[config.mk]
export PLATFORM = sky130hd
export DESIGN_NAME = control_sequencer
export DESIGN_NICKNAME = d
export VERILOG_FILES = /design/src/rtl/control_sequencer.sv
export SDC_FILE = /design/constraint.sdc
export NUM_CORES = 1
export LEC_CHECK = 0
export CORE_ASPECT_RATIO = 1.5
export CORE_MARGIN = 2
export CORE_UTILIZATION = 40
export CTS_CLUSTER_SIZE = 12
export DETAILED_ROUTE_END_ITERATION = 6
export PLACE_DENSITY = 0.72
export SLEW_MARGIN = 20
export SYNTH_ARGS = -nofsm -noshare
export SYNTH_HDL_FRONTEND = slang
export SYNTH_SLANG_ARGS = --single-unit
[constraint.sdc]
create_clock -name clk -period 2.4 [get_ports clk]
set_input_delay 0.24 -clock clk [delete_from_list [all_inputs] [get_ports clk]]
set_output_delay 0.24 -clock clk [all_outputs]
set_load 0.02 [all_outputs]
[src/rtl/control_sequencer.sv]
// Four-phase fetch/decode/execute/writeback controller for the 4-bit processor.
// Drives register-file addresses and ALU controls from a 16-bit instruction held in IR.
module control_sequencer #(
  parameter int PC_W = 8
) (
  input  logic            clk,
  input  logic            rst,
  input  logic            start,
  output logic [PC_W-1:0] instr_addr,
  input  logic [15:0]     instr_data,
  output logic [3:0]      Rd1,
  output logic [3:0]      Rd2,
  output logic [3:0]      Wr,
  output logic            RegWrite,
  input  logic [3:0]      Rd1_out,
  input  logic            overflow,
  output logic [2:0]      ALU_op,
  output logic            use_imm,
  output logic [3:0]      imm,
  output logic            ovf_flag,
  output logic            halted,
  output logic [2:0]      state
);

  typedef enum logic [2:0] {
    S_IDLE   = 3'd0,
    S_FETCH  = 3'd1,
    S_DECODE = 3'd2,
    S_EXEC   = 3'd3,
    S_WB     = 3'd4,
    S_HALT   = 3'd5
  } state_t;

  localparam logic [3:0] OP_NOP  = 4'h0;
  localparam logic [3:0] OP_ADD  = 4'h1;
  localparam logic [3:0] OP_SUB  = 4'h2;
  localparam logic [3:0] OP_AND  = 4'h3;
  localparam logic [3:0] OP_OR   = 4'h4;
  localparam logic [3:0] OP_XOR  = 4'h5;
  localparam logic [3:0] OP_ADDI = 4'h6;
  localparam logic [3:0] OP_LDI  = 4'h7;
  localparam logic [3:0] OP_BEQZ = 4'h8;
  localparam logic [3:0] OP_JMP  = 4'h9;
  localparam logic [3:0] OP_HALT = 4'hF;

  state_t          state_q, state_d;
  logic [15:0]     ir;
  logic [PC_W-1:0] pc, pc_d;
  logic            branch_taken;
  logic [2:0]      alu_op_d;
  logic            use_imm_d;
  logic            reg_write_d;
  logic [7:0]      target_full;
  logic [3:0]      op;

  assign op          = ir[15:12];
  assign target_full = {ir[11:8], ir[3:0]};

  // Register-file addresses come straight off IR flops, so they are stable from DECODE onward.
  assign Rd1        = ir[7:4];
  assign Rd2        = ir[3:0];
  assign Wr         = ir[11:8];
  assign imm        = ir[3:0];
  assign instr_addr = pc;
  assign state      = state_q;

  // State register
  always_ff @(posedge clk) begin
    if (rst) state_q <= S_IDLE;
    else     state_q <= state_d;
  end

  // Next-state logic
  always_comb begin
    state_d = state_q;
    case (state_q)
      S_IDLE:   if (start) state_d = S_FETCH;
      S_FETCH:  state_d = S_DECODE;
      S_DECODE: state_d = S_EXEC;
      S_EXEC:   state_d = S_WB;
      S_WB:     state_d = (op == OP_HALT) ? S_HALT : S_FETCH;
      S_HALT:   state_d = S_HALT;
      default:  state_d = S_IDLE;
    endcase
  end

  // Output logic: ALU controls are decoded from the ROM word as it enters IR,
  // so they are registered and valid in DECODE together with the addresses.
  always_comb begin
    alu_op_d    = 3'd0;
    use_imm_d   = 1'b0;
    reg_write_d = 1'b0;
    pc_d        = pc + PC_W'(1);
    case (instr_data[15:12])
      OP_ADD:  alu_op_d = 3'd0;
      OP_SUB:  alu_op_d = 3'd1;
      OP_AND:  alu_op_d = 3'd2;
      OP_OR:   alu_op_d = 3'd3;
      OP_XOR:  alu_op_d = 3'd4;
      OP_ADDI: begin alu_op_d = 3'd0; use_imm_d = 1'b1; end
      OP_LDI:  begin alu_op_d = 3'd5; use_imm_d = 1'b1; end
      default: alu_op_d = 3'd0;
    endcase
    if (state_q == S_EXEC && op >= OP_ADD && op <= OP_LDI)
      reg_write_d = 1'b1;
    if (op == OP_JMP || branch_taken)
      pc_d = target_full[PC_W-1:0];
    else if (op == OP_HALT)
      pc_d = pc;
  end

  always_ff @(posedge clk) begin
    if (rst) begin
      ir           <= 16'h0000;
      pc           <= '0;
      branch_taken <= 1'b0;
      RegWrite     <= 1'b0;
      ALU_op       <= 3'd0;
      use_imm      <= 1'b0;
      ovf_flag     <= 1'b0;
      halted       <= 1'b0;
    end else begin
      RegWrite <= reg_write_d;
      halted   <= (state_d == S_HALT);
      if (state_q == S_FETCH) begin
        ir      <= instr_data;
        ALU_op  <= alu_op_d;
        use_imm <= use_imm_d;
      end
      if (state_q == S_EXEC)
        branch_taken <= (op == OP_BEQZ) && (Rd1_out == 4'h0);
      if (state_q == S_WB) begin
        pc <= pc_d;
        // Sticky: only reset clears it.
        if (RegWrite && overflow) ovf_flag <= 1'b1;
      end
    end
  end

endmodule

==> flow_summary.yaml <==
run_status:
  outcome: "finished, final reports clean"
synth:
  ys_ff_latch: 35
  ys.warnings.count: 0
  syn_nets: 230
  syn_area_mm2: 0.00165
  synth_area_per_cell_um2: 8.06
  ys_seq_area_share_pct: 42.4
  synthCells: 205
  ys_types: 38
global_route:
  grt_max_degree: 22
  grt_antenna_before_repair: 0
  grt.total_usage_pct: 16.6
  grt_pass1_wl_mm: 6.00
  globalRouteOverflowTotal: 0
  first_global_vias: 1378
drt:
  drt_iter0_drc: 23
  ant_nets: 0
  vias: 1520
  wl_per_cell_um: 13.2
  via_per_inst: 5.22
  firstDrtPassIters: 4
  finalWirelength_mm: 3.84
  drc_errors: 0
floorplanning:
  pin_count: 58
  start_util_pct: 41.7
  design.core.area_mm2: 0.00396
  die_area_mm2: 0.00467
  rows: 28
  die_x_um: 56.5
  die-height_um: 82.7
finish:
  fill_cells: 384
  design_area_mm2: 0.00221
  diodes: 0
  final_util_pct: 55.8
  drive_gt1_share_pct: 6.10
  nets: 270
  area_growth_pct: 33.7
min_path:
  hp-class: "register to register"
  hp-start: "use_imm"
timing:
  rsz0062_at_grt: "no"
  setup_viol: 0
  max_freq_mhz: 576
  slew_headroom_pct: 54.9
  hold_viol: 0
  skew_ns: 0.0105
  setup_tns_ns: 0
  worst_slew_pin_slew_ns: 0.675
  slew_violations: 0
  finalCritPeriodShare_pct: 72.3
  period_needed_ns: 1.74
setup_path:
  end_kind: "primary output"
  crit_fanout: 8
  cpMaxStageDelayCell: "clkdlybuf4s50_1"
  crit_chain: "clkdlybuf4s50_1"
  rrSetupSlack_ns: 0.80
  cp.arrival_ns: 1.50
  required_ns: 2.16
  worstSetupPathType: "register to primary output"
  slowest_delay_ns: 0.68
  r2r-start: "state[0]"
  critPathTopFamily: "buffers and inverters"
  start_kind: "register"
  path_buf_inv: 1
  startpoint: "state[1]"
clocking:
  post_cts_buffers: 0
  cts_resized: 0
  cts_tree: "done"
  cts_sinks: 35
  insertion_delay_ns: 0.29
  holdBufCountCts: 0
  cts.path.max_buffers: 2
  clkTransAtPathRegs_ns: 0.07
  cts_made_buffers: 5
  htreeDepth: 2
  cts_root_buffer: "clkbuf_8"
placement:
  post_dp_cell_area_mm2: 0.00213
  portBuffers: 57
  place_hpwl_mm: 2.84
  gp_congestion: 0.789
power_and_ir_drop:
  p_leak_nw: 0.743
  power_density_mw_per_mm2: 579
  finalPower_mw: 1.28
  vdd_drop_max_mv: 0.555
run:
  cap_violations: 0
## per-layer routing
metal	GRT usage, %	up-vias	share of wire [%]
met5	0	-	0
met4	10.7	0	3.2
met3	3.27	10	4.0
met2	29.8	46	51
met1	17.8	692	41
li1	-	772	-
## synthesized netlist by cell type, drive strengths merged
cell type | instances | area share, %
o31a | 2 | 1.1
nor4 | 4 | 1.5
ha | 1 | 0.76
o21ai | 10 | 3.3
a32o | 2 | 1.3
a21oi | 31 | 9.4
inv | 7 | 1.6
nor3b | 1 | 0.76
nor2 | 9 | 2.0
o32ai | 4 | 2.1
or2 | 1 | 0.53
nand2 | 41 | 9.3
or3b | 1 | 0.53
nand3 | 5 | 1.5
xnor2 | 1 | 0.53
nand2b | 3 | 1.1
nor3 | 3 | 1.6
or3 | 3 | 1.1
o22ai | 1 | 0.38
o21a | 1 | 0.45
clkbuf | 8 | 1.8
xor2 | 1 | 0.53
buf | 18 | 8.3
a31oi | 2 | 0.76
o211ai | 1 | 0.45
and4bb | 1 | 0.99
nand4 | 3 | 1.1
dfxtp | 35 | 42
nand3b | 1 | 0.45
a22oi | 1 | 0.45
nor2b | 1 | 0.38
a211oi | 1 | 0.45
o41ai | 1 | 0.99
## layout by cell type (no fill, tap or decap), types with 2 or more instances in the layout
cell	n
o32ai_1	4
dfxtp_1	35
buf_4	2
clkbuf_8	5
a21oi_1	31
nand4_1	3
o21ai_0	9
inv_1	7
a31oi_1	2
nor4_1	4
nor2_1	9
nand2_1	41
nand3_1	5
o31a_1	2
clkdlybuf4s50_1	57
or3_1	3
nor3_1	2
nand2b_1	3
clkbuf_1	2
## through the flow
stage	hold WS (ns)	worst slack, ns	cells
after global routing	0.480	0.614	291
after detailed placement	0.448	0.811	283
after floorplan	0.376	0.851	205
final	0.459	0.664	291
after CTS	0.457	0.662	291
after global placement	0.444	0.852	283
## worst reg2reg max path, cell delays in order, from the launching register on
cell,delay [ns]
dfxtp_1,0.46
inv_1,0.14
nor3_4,0.59
o211ai_1,0.17
a21oi_1,0.17
## worst paths after layout
check                                 end  cells past startpoint
worst min-delay path              use_imm                      2
worst max-delay path             state[1]                      1
worst max register to register  ALU_op[0]                      4
worst min register to register    use_imm                      2
## power breakdown
group | total [mW] | switching (mW) | internal (mW)
logic | 0.231 | 0.118 | 0.113
registers | 0.641 | 0.0312 | 0.610
clock network | 0.407 | 0.204 | 0.203
total | 1.28 | 0.353 | 0.926
## registers in the layout (all words and copies together) (netlist names)
signal / count
ir: 16
instr_addr: 8
state: 3
RegWrite: 1
branch_taken: 1
use_imm: 1
ovf_flag: 1
halted: 1
ALU_op: 3
## cell type report
class                   instances  area, um^2  area share [%]
flip-flops and latches         35         701            31.7
repair buffers                 59         586            26.5
clock buffers                   7        76.3            3.46
clock inverters                 1        5.00           0.227
inverters                       7        26.3            1.19
multi-input cells             137         758            34.3
well taps                      45        56.3            2.55
## logic make-up after synthesis
group	Yosys count	share of synthesized area, %
adders and majority gates	1	0.757
AOI/OAI and AO/OA	57	21.1
and+or+nand+nor	77	23.0
DFF	35	42.4
buffers and inverters	33	11.7
xor gates and xnor gates	2	1.06
(Power assumes the default switching activity.)
==> RTL edit 1 (same settings) <==
Add an input register stage for `start`, `instr_data`, `Rd1_out` and `overflow`, with the module's reset; this delays them by one clock.
--- a/src/rtl/control_sequencer.sv
+++ b/src/rtl/control_sequencer.sv
@@ -45,2 +45,21 @@
 
+  logic start_q;
+  logic [15:0] instr_data_q;
+  logic [3:0] Rd1_out_q;
+  logic overflow_q;
+
+  always_ff @(posedge clk) begin
+    if (rst) begin
+      start_q      <= '0;
+      instr_data_q <= '0;
+      Rd1_out_q    <= '0;
+      overflow_q   <= '0;
+    end else begin
+      start_q      <= start;
+      instr_data_q <= instr_data;
+      Rd1_out_q    <= Rd1_out;
+      overflow_q   <= overflow;
+    end
+  end
+
   state_t          state_q, state_d;
@@ -76,3 +95,3 @@
     case (state_q)
-      S_IDLE:   if (start) state_d = S_FETCH;
+      S_IDLE:   if (start_q) state_d = S_FETCH;
       S_FETCH:  state_d = S_DECODE;
@@ -93,3 +112,3 @@
     pc_d        = pc + PC_W'(1);
-    case (instr_data[15:12])
+    case (instr_data_q[15:12])
       OP_ADD:  alu_op_d = 3'd0;
@@ -125,3 +144,3 @@
       if (state_q == S_FETCH) begin
-        ir      <= instr_data;
+        ir      <= instr_data_q;
         ALU_op  <= alu_op_d;
@@ -130,3 +149,3 @@
       if (state_q == S_EXEC)
-        branch_taken <= (op == OP_BEQZ) && (Rd1_out == 4'h0);
+        branch_taken <= (op == OP_BEQZ) && (Rd1_out_q == 4'h0);
       if (state_q == S_WB) begin
@@ -134,3 +153,3 @@
         // Sticky: only reset clears it.
-        if (RegWrite && overflow) ovf_flag <= 1'b1;
+        if (RegWrite && overflow_q) ovf_flag <= 1'b1;
       end
Function: changed (a bounded check fails within 4 cycles, from zero or initial values and one cycle with rst high).
==> RTL edit 1 against the unedited design <==
Sequential share of layout area increased by 7.4 points. Routed wire length is 16% higher. Total power rose by 59%. Final area up 32%. Non-clock buffer count is 1 lower. Worst hold slack worse by 0.16 ns. Cell count grew 26%. Synthesized area grew 36%. Sequential cell count increased by 22. Setup slack worse by 0.056 ns.
==> RTL edit 1: results (changes against the unedited design) <==
Status
  • Outcome: completed

Power
  • Max VDD drop: 0.334 mV (-40%)
  • Leak: 0.991 nW (+33%)

Place
  • GPL Wtd Cong: 0.889 (+13%)
  • Port buffer count: 57 (unchanged)
  • Hpwl dp: 3120 µm (+9.9%)
  • Placement Cell Area: 2730 µm² (+28%)
  • Place WS: 0.711 ns (-0.0995 ns)

STA
  • Post-layout min period: 1.79 ns (+0.0564 ns)
  • Slew HR: 53.9% (-1.0 points)
  • Clock skew: 0.00822 ns (-0.00230 ns)

Synthesis
  • EDFF count, synth: 0 (unchanged)
  • Sequential area share after synthesis: 50.8% (+8.4 points)
  • Synth area leaders: dfxtp_1, nand2_1, nor2b_1, a21oi_1, buf_4
  • Fraction of registers with async set/reset: 0% (unchanged)
  • Synth top cells by count: dfxtp_1, nand2_1, a21oi_1, nor2b_1, buf_4
  • Synth cell types: 43 (+13%)
  • YS warnings: 0 (unchanged)
  • Synthesized Nets: 276 (+20%)

Layout
  • Ratio of cells with drive above 1 in the final layout: 6.42% (+0.32 points)
  • Fill cells: 522 (+36%)
  • Nets@finish: 316 (+17%)
  • Antenna diode count: 0 (unchanged)

Global route
  • GRT Util Overall: 15.3% (-1.4 points)
  • First-pass GRT wire length: 7230 µm (+20%)
  • Vias in the first global route: 1,639 (+19%)
  • Pin count of the biggest net entering global routing: 39 (+77%)
  • Initial antenna violation count: 0 (unchanged)

Hold path
  • Hold WC Path Type: in2reg

CTS
  • Clock Pin Slew Worst Setup and Hold Paths: 0.06 ns
  • Total CTS buffers: 9 (+4)
  • H-tree Lvls: 3 (+1)
  • CTS root buf: clkbuf_8
  • Longest Clk Path Bufs: 2 (unchanged)
  • Clk Latency, worst-skew pair: 0.33 ns (+0.04 ns)

Setup path
  • Crit-path max cell delay: 0.68 ns (about the same)
  • Max Fanout on Critical Path: 8 (unchanged)
  • Worst EP arrival: 1.55 ns (+0.05 ns)

Detailed routing
  • Initial drt markers: 83 (+260%)
  • Detailed Routing Iterations Pass 1: 4 (unchanged)
  • Post-Route WL: 4460 µm (+16%)
  • Via count: 1,806 (+19%)

Floorplan
  • Row cnt: 33 (+18%)
[RTL edit 1: final cells by class]
| class | instances | area, µm² | area share, % |
|---|---|---|---|
| Multi-Input combinational cell | 160 | 906 | 31.1 |
| Inverter | 5 | 18.8 | 0.644 |
| Clock inverter | 3 | 40.0 | 1.37 |
| Sequential cell | 57 | 1140 | 39.1 |
| Tap cell | 70 | 87.6 | 3.00 |
| Timing Repair Buffer | 58 | 573 | 19.7 |
| Clock buffer | 13 | 149 | 5.11 |
[RTL edit 1: logic make-up (layout without fill, tap and decap cells)]
kind of cell | after synthesis | count (layout) | share of synthesized area [%]
adder cells (fa/ha/maj) | 1 | 1 | 0.557
buffers and inverters | 34 | 79 | 8.86
AO/OA/AOI/OAI | 55 | 55 | 14.8
flip-flops | 57 | 57 | 50.8
AND/OR/NAND/NOR | 102 | 102 | 24.2
XOR/XNOR | 2 | 2 | 0.780
[RTL edit 1: report_power, final]
group	internal [W]	leakage, nW	switching, W
Clock	0.000505	0.0974	0.000350
Sequential	0.000981	0.466	0.0000283
Combinational	0.0000867	0.427	0.0000819
[RTL edit 1: path summary, 6_finish.rpt]
path                    from               to  slack, ns  depth (start not counted)
min reg2reg  instr_data_q[0]            ir[0]       0.43                          2
min                      rst  instr_data_q[3]       0.30                          2
max reg2reg         state[0]        ALU_op[0]       0.69                          4
max                 state[1]         state[1]       0.61                          1
[RTL edit 1: through the flow]
stage	total power, W	instances
after CTS	0.00207	366
after global placement	0.00120	350
after detailed placement	0.00120	350
after global routing	0.00212	366
final	0.00203	366
after floorplan	0.00113	251
[RTL edit 1: layer usage]
layer	global-route usage, %	vias up	share of wire [%]
met4	9.90	0	2.3
met2	25.8	41	52
met5	0	-	0
met3	3.98	7	3.8
li1	-	925	-
met1	16.8	833	42
==> RTL edit 2 (config.mk and constraints unchanged) <==
Without the edit above. The parameter `PC_W` goes from 8 to 6.
--- a/src/rtl/control_sequencer.sv
+++ b/src/rtl/control_sequencer.sv
@@ -3,3 +3,3 @@
 module control_sequencer #(
-  parameter int PC_W = 8
+  parameter int PC_W = 6
 ) (
Ports: changed (resized instr_addr); port bits go from 58 to 56. The function was not compared with the original's and may differ.
==> RTL edit 2 against the unedited design <==
Sequential cell count shrank 2. Register-to-register slack gained 0.03 ns. Final area shrank 5.9%. Routed wire length shrank 14%. Combinational power is essentially flat. Largest power group unchanged. Clock power grew 1%. Total power shrank 2.3%. Global-route usage is essentially flat. Worst hold slack lost 0.0015 ns. Non-clock buffer count shrank 3. Via count shrank 12%. Synthesized area shrank 6.3%. Setup slack gained 0.014 ns. Critical path type unchanged.
==> RTL edit 2: results (changes against the unedited design) <==
Place
  • Place WS: 0.791 ns (-0.0203 ns)
  • Port buffer count: 55 (-3.5%)
  • Hpwl dp: 2390 µm (-16%)
  • GPL Wtd Cong: 0.703 (-11%)

STA
  • Clock skew: 0.00534 ns (-0.00518 ns)
  • Slew HR: 53.1% (-1.8 points)

Synthesis
  • Synth top cells by count: nand2_1, dfxtp_1, a21oi_1, buf_4, nor2_1
  • Synthesized Nets: 210 (-8.7%)
  • Sequential area share after synthesis: 42.7% (+0.26 points)
  • Synth cell types: 37 (-2.6%)

Setup path
  • Crit-path max cell delay: 0.67 ns
  • Crit path max-delay cell type: clkdlybuf4s50_1
  • Worst EP arrival: 1.48 ns (-0.02 ns)

Detailed routing
  • Vias per cell: 5.01 (-4.0%)
  • Initial drt markers: 26 (+13%)
  • Post-Route WL: 3290 µm (-14%)

Global route
  • Initial antenna violation count: 0 (unchanged)
  • GR Util met3: 5.02% (+1.7 points)
  • First-pass GRT wire length: 5330 µm (-11%)
  • GRT Util Overall: 16.7% (+0.021 points)
  • Vias in the first global route: 1,182 (-14%)
  • M2 GR Usage: 25.7% (-4.1 points)
  • GR Util met1: 20.2% (+2.5 points)

Layout
  • Ratio of cells with drive above 1 in the final layout: 6.67% (+0.57 points)
  • Nets@finish: 249 (-7.8%)
  • Max FFs per register: 16 (unchanged)

Status
  • Outcome: completed

Power
  • Max VDD drop: 0.543 mV (-2.2%)
  • Leak: 0.736 nW (-0.87%)
  • Switching power total: 0.000357 W (+1.2%)
-- RTL edit 2: worst paths after layout --
check                 from         to  slack, ns  cells after the start
setup / recovery  state[1]   state[1]       0.68                      1
hold / removal     use_imm    use_imm       0.46                      2
setup reg to reg  state[0]  ALU_op[0]       0.83                      3
hold reg to reg    use_imm    use_imm       0.46                      2
-- RTL edit 2: power groups by stage --
stage	Combinational, W	Clock [W]	Sequential, W
after floorplan	0.000156	0	0.000617
after global placement	0.000231	0	0.000619
after detailed placement	0.000233	0	0.000619
after CTS	0.000233	0.000423	0.000608
after global routing	0.000251	0.000446	0.000612
final	0.000231	0.000412	0.000607
-- RTL edit 2: area by class of cell --
cell class / instances / area [µm²]
Clock buffer: 5 / 68.8
Clock inverter: 3 / 17.5
Fill cell: 353 / 1600
Inverter: 5 / 18.8
Multi-Input combinational cell: 123 / 701
Sequential cell: 33 / 661
Tap cell: 43 / 53.8
Timing Repair Buffer: 56 / 558
-- RTL edit 2: stage by stage --
| step | instances | area, µm² |
|---|---|---|
| after floorplan | 185 | 1550 |
| after global placement | 260 | 1990 |
| after detailed placement | 260 | 1990 |
| after CTS | 268 | 2080 |
| after global routing | 268 | 2080 |
| final | 268 | 2080 |
-- RTL edit 2: kinds of logic (layout without fill, tap and decap cells) --
kind of cell / after synthesis / in the layout / share of synthesized area, %
and+or+nand+nor: 76 / 76 / 25.6
AOI/OAI and AO/OA: 39 / 39 / 14.5
DFF: 33 / 33 / 42.7
buffers and inverters: 29 / 69 / 12.0
muxes: 5 / 5 / 3.23
xor gates and xnor gates: 2 / 2 / 1.13
adders and majority gates: 1 / 1 / 0.808
-- RTL edit 2: metal layers --
metal	up-vias	part of all wire [%]
li1	696	-
met1	609	42
met2	33	51
met3	6	4.5
met4	0	2.3
met5	-	0
